### src/rtl/sail_write_drain.sv
// In-order byte-write drain: buffers per-byte writes in a FIFO, commits one per memory handshake,
// and offers a flush handshake that completes once every pending write has been committed.
module sail_write_drain #(
  parameter int DEPTH      = 16,
  parameter int ADDR_WIDTH = 64,
  parameter int CNT_WIDTH  = $clog2(DEPTH) + 1
) (
  input  logic                  clk,
  input  logic                  reset_n,
  input  logic                  in_valid,
  output logic                  in_ready,
  input  logic [ADDR_WIDTH-1:0] in_paddr,
  input  logic [7:0]            in_data,
  output logic                  mem_valid,
  input  logic                  mem_ready,
  output logic [ADDR_WIDTH-1:0] mem_paddr,
  output logic [7:0]            mem_data,
  input  logic                  flush_req,
  output logic                  flush_done,
  output logic [CNT_WIDTH-1:0]  count,
  output logic                  overflow
);

  localparam int PTR_WIDTH = $clog2(DEPTH);

  localparam logic [1:0] ST_IDLE  = 2'd0;
  localparam logic [1:0] ST_DRAIN = 2'd1;
  localparam logic [1:0] ST_DONE  = 2'd2;

  logic [ADDR_WIDTH-1:0] addr_mem [DEPTH];
  logic [7:0]            data_mem [DEPTH];

  logic [PTR_WIDTH-1:0] wptr;
  logic [PTR_WIDTH-1:0] rptr;
  logic [CNT_WIDTH-1:0] count_q;
  logic [1:0]           state;
  logic [1:0]           state_next;
  logic                 overflow_q;
  logic                 full;
  logic                 empty;
  logic                 push;
  logic                 pop;

  // All handshake outputs come from registered occupancy, so nothing on in_valid reaches mem_valid.
  assign full       = (count_q == CNT_WIDTH'(DEPTH));
  assign empty      = (count_q == '0);
  assign in_ready   = !full;
  assign mem_valid  = !empty;
  assign push       = in_valid && !full;
  assign pop        = !empty && mem_ready;
  assign mem_paddr  = addr_mem[rptr];
  assign mem_data   = data_mem[rptr];
  assign count      = count_q;
  assign overflow   = overflow_q;
  assign flush_done = (state == ST_DONE);

  always_ff @(posedge clk) begin
    if (push) begin
      addr_mem[wptr] <= in_paddr;
      data_mem[wptr] <= in_data;
    end
  end

  always_ff @(posedge clk) begin
    if (!reset_n) begin
      wptr       <= '0;
      rptr       <= '0;
      count_q    <= '0;
      overflow_q <= 1'b0;
      state      <= ST_IDLE;
    end else begin
      if (push) wptr <= wptr + PTR_WIDTH'(1);
      if (pop)  rptr <= rptr + PTR_WIDTH'(1);
      case ({push, pop})
        2'b10:   count_q <= count_q + CNT_WIDTH'(1);
        2'b01:   count_q <= count_q - CNT_WIDTH'(1);
        default: count_q <= count_q;
      endcase
      if (in_valid && full) overflow_q <= 1'b1;
      state <= state_next;
    end
  end

  // A push accepted while draining keeps the flush open until that entry has committed too.
  always_comb begin
    state_next = state;
    case (state)
      ST_IDLE:  if (flush_req) state_next = ST_DRAIN;
      ST_DRAIN: if (empty && !push) state_next = ST_DONE;
      ST_DONE:  state_next = ST_IDLE;
      default:  state_next = ST_IDLE;
    endcase
  end

endmodule
### config.mk
export PLATFORM = sky130hd
export DESIGN_NAME = sail_write_drain
export DESIGN_NICKNAME = d
export VERILOG_FILES = /design/src/rtl/sail_write_drain.sv
export SDC_FILE = /design/constraint.sdc
export NUM_CORES = 1
export LEC_CHECK = 0
export BUFFER_PORTS_ARGS = -buffer_cell sky130_fd_sc_hd__buf_2
export CAP_MARGIN = 10
export CORE_MARGIN = 3
export CORE_UTILIZATION = 60
export DETAILED_ROUTE_END_ITERATION = 6
export PLACE_DENSITY = 0.76
export SLEW_MARGIN = 40
export SYNTH_ARGS = -nofsm -noshare
export SYNTH_HDL_FRONTEND = slang
export SYNTH_SLANG_ARGS = --single-unit
### constraint.sdc
create_clock -name clk -period 10.5 [get_ports clk]
set_input_delay 3.15 -clock clk [delete_from_list [all_inputs] [get_ports clk]]
set_output_delay 3.15 -clock clk [all_outputs]
set_load 0.01 [all_outputs]
# Word level (Yosys, flattened, before mapping)
# Memory sizes are Yosys's and may differ from the RTL's. A register that Yosys moved wholly into a read port is not among the register bits.
# Index checks and enable logic that the tools add are counted.
# word_totals
reg_bits	16
mem_bits_rw	1152
input_bits	77
out_inout_bits	81
wordCells	39
mem_count	2
# memory_table
name	depth	width	rd	rd_clocked_by_memory_dff	write_ports	line_no	text
addr_mem	16	64	1	1	1	30	logic [ADDR_WIDTH-1:0] addr_mem [DEPTH];
data_mem	16	8	1	1	1	31	logic [7:0] data_mem [DEPTH];
# classes
addsub	4
n_eq_ne	7
muxes	10
reduce_logical	11
# ops
operator	count
$mux 4	4
$pmux 5 s2	1
$add 4x1->4 const B	2
$add 5x1->5 const B	1
$eq 5x5->1 const B	1
$logic_not 5->1	1
$sub 5x1->5 const B	1
$eq 2x1->1 const B	2
$eq 2x2->1 const B	2
$logic_and 1x1->1	4
$mux 2	2
$ne 2x2->1 const B	2
$pmux 2 s2	1
$logic_not 1->1	3
$logic_not 2->1	1
$mux 1	2
$reduce_and 2->1	1
$reduce_bool 2->1	1

# Logic depth before layout (Yosys ltp)
# logic_depth
word_depth	7
ltp_mapped	13
mapped_depth_nobuf	11

# Worst setup path after synthesis
# No wires, ideal clock.
# synth_timing
kind	input port to flip-flop
from	input port in_valid
to	memory addr_mem[3][0], enable pin
setup_time_ps	590
arrival_ps	8719
required_ps	9910
path_slack_ps	1191
path_stages	3
n_path_buf	0
path_cell_list	a21boi_1 > nand2_1 > nor3_1
# synth_between
elab_chain_cells	3
# synth_lines
item	line_no	text
start: declaration	10	input logic in_valid,
$logic_and 1x1->1	49	assign push = in_valid && !full;
$mux 1	58	if (push) begin
$mux 1 (not written as such)	59	addr_mem[wptr] <= in_paddr;
end: declaration	30	
# Every way passes these cells.

==> results.md <==
* First-pass GRT wire length at 146000 um
* WS Path Type: reg2out
* DRT Pass-1 Iters at 5
* Compound-Gate Fraction of Synth Area at less than 1%
* Main combinational cell family by area after synthesis: multiplexers
* DRT Wirelength at just under 100000 um
* Cell leakage power at approximately 15 nW
* Highest clock rate at between 0.1 and 0.15 GHz
* Area delta synth->final at 12.9%
* Mapped Area at between 40000 and 50000 um^2
* Yosys synthesis warning count at 0
* Arrival time at the worst endpoint at between 3 and 4 ns
* Commonest non-fill, non-tap cell in the layout: edfxtp_1
* Final #Nets at around 2000
* Iter 0 DRT Violations at roughly 2500
* Mux cell area share after synthesis at 18.4%
* Clock sink count at 1172
* # IOs at approximately 160
* Initial antenna violation count at 14
* Final ANT Viol Nets at 0
* Crit path launch type: flip-flop
* Sequential share of the synthesized area at ~79%
* Residual DRC at 0
* Tmin final at ~6.7 ns
* CTS Hold Buffers Added at 0
* Worst-Margin Slew at 0.885 ns
* Run status: complete, no violations
* Final period utilization at between 60 and 70%
* Most frequent cells in the layout: edfxtp_1 (1152), mux4_2 (360), buf_2 (157)
* Smallest hold slack at about 0.45 ns
* CTS tree: yes
* # H-tree levels at 3
* CP max stage cell: mux4_2
* Vias at 20100
* Rows at 98
* Layout Cells excl Fill at ~3000
* Vias in the first global route at 21600
* Clk buf depth at 3
* Cells after synthesis at 1724
* XOR/XNOR share of the synthesized area at less than 1%
* Path depth of the worst reg2reg path at 5
* Sum Neg Setup Slack at 0 ns
* Cells along the critical path: buf_12, buf_12, buf_16, mux4_2, mux4_2, buf_2
* Chip height at ~280 um
* Synth Area in Simple Gates at less than 1%
* Total power at 11.2 mW
* Final setup viols at 0
* Post-CTS Setup Repair Bufs at 0
* Slew Viols, Final at 0
* Crit-path max cell delay at approximately 0.60 ns
* Gpl congestion at roughly 0.75
* PwrDens at 225 nW/um^2
* # fillers at 4062
* IO Port Bufs at ~160
* Worst-path fanout max at 64
* Relative slew slack at 41.0%
* CTS clk-pin slew, worst paths at roughly 0.060 ns
* Die X at between 200 and 300 um
* Root Driver: clkbuf_16
* CTS buffer count at between 100 and 150
* WL per Instance at 32.8 um
* DPL Wire Length at about 46000 um
* Resize count post-CTS at 0
* Total GRT Usage at about a quarter
* Worst clock skew at ~0.056 ns
* Global route total overflow at 0
* Hold Crit Depth at 1
* Mapped Nets at 1808
* Library cells used by synthesis at 34
* Worst Hold Class: reg2reg
* Avg Synthesized Cell Area at 25.7 um^2
* Full die area at ~77000 um^2
* CP Capture Type: output port
* Seq cells post-synth at 1172
* Final hold violation count at 0
* Dpl cells at 2785
* Largest net degree at the start of global routing at approximately 120
* Core area at between 70000 and 80000 um^2
* Worst-Skew Late Latency at just under 0.7 ns
* Reg area at 35000 um^2
* Max-cap viol count at 0
* Unrepaired setup endpoints after global routing: no
* Peak VDD IR at between 0.15 and 0.2 mV
* Via density at roughly 6.7
* Fraction of layout instances using a drive strength above 1 at 36.1%
* Multi-input gate area at ~8800 um^2
* Starting Density at approximately 61%
* Adder-cell share of the synthesized area at less than 1%
* Worst EP required at roughly 7.4 ns
-- sequential cells by signal, summed over array words and instances, names as in the netlist, named ones only --
signal and count:
count 5, wptr 4, state 2, overflow 1, addr_mem 1024, data_mem 128, rptr 4
-- path summary, 6_finish.rpt --
| kind | start | endpoint | slack (ns) |
|---|---|---|---|
| hold / removal | state[1]$_SDFFE_PN0P_ | state[0]$_SDFFE_PN0P_ | 0.45 |
| hold reg to reg | state[1]$_SDFFE_PN0P_ | state[0]$_SDFFE_PN0P_ | 0.45 |
| setup reg to reg | count[2]$_SDFFE_PN0P_ | addr_mem[15][56]$_DFFE_PP_ | 6.86 |
| setup / recovery | flip-flop | mem_paddr[41] | 3.82 |
-- layout make-up --
class,count,area share (%)
sequential,1172,70.1
multi-input combinational,458,17.7
clock buffer,132,5.82
timing repair buffer,198,2.62
tap,950,2.38
clock inverter,66,1.32
inverter,7,0.0526
antenna,9,0.0451
-- critical path: cells and delay by family (launching register included) --
kind     cells  cell delay [ns]
mux          2             1.12
buf+inv      4             1.19
flops        1             0.39
-- per-stage QoR --
step | worst slack [ns] | utilization [%] | cell area [um^2]
floorplan | 1.19 | - | 44200
global placement | 4.00 | 63.8 | 46100
detailed placement | 4.33 | 64.2 | 46300
CTS | 3.72 | 69.1 | 49900
global route | 3.60 | 69.1 | 49900
finish | 3.82 | 69.2 | 49900
-- per-layer routing --
layer | wire (um) | GRT usage, %
met5 | 37 | 0
met4 | 2830 | 9.17
met3 | 8760 | 5.56
met2 | 50900 | 43.2
met1 | 35700 | 35.6
-- synth_stat cells --
master,number,area [um^2]
xor2_1,7,61.3
mux4_2,360,8110
nand4_1,2,12.5
nor4b_1,1,8.76
nor4_4,1,21.3
or3_1,2,12.5
o21ai_0,3,15.0
nor2_1,30,113
o22ai_1,1,6.26
mux2i_1,4,40.0
edfxtp_1,1152,34600
a31oi_1,1,6.26
ha_1,7,87.6
clkbuf_1,45,169
buf_4,12,90.1
nor2b_1,2,12.5
nor3_1,5,25.0
buf_6,14,158
nand3_1,1,5.00
a21boi_1,2,15.0
clkinv_1,1,3.75
nand2b_1,4,25.0
and4b_1,1,10.0
xnor2_1,3,26.3
a222oi_1,1,10.0
a21oi_1,6,30.0
buf_2,11,55.1
a2111oi_0,1,8.76
inv_1,6,22.5
buf_1,4,15.0
clkbuf_2,1,5.00
dfxtp_1,20,400
nand2_1,12,45.0
o311ai_0,1,8.76
-- cell families after synthesis --
kind of cell | after synthesis
compound gates | 16
xor+xnor | 10
fa+ha+maj | 7
buf+inv | 94
flops | 1172
mux | 364
simple gates | 61
-- where the power goes --
part | switching [mW] | leakage, nW | internal [mW] | total (mW)
Sequential | 0.0736 | 10.6 | 5.29 | 5.36
Combinational | 0.966 | 3.03 | 0.982 | 1.95
Clock | 1.67 | 1.76 | 2.26 | 3.93
Power figures use the tool's default switching activity.
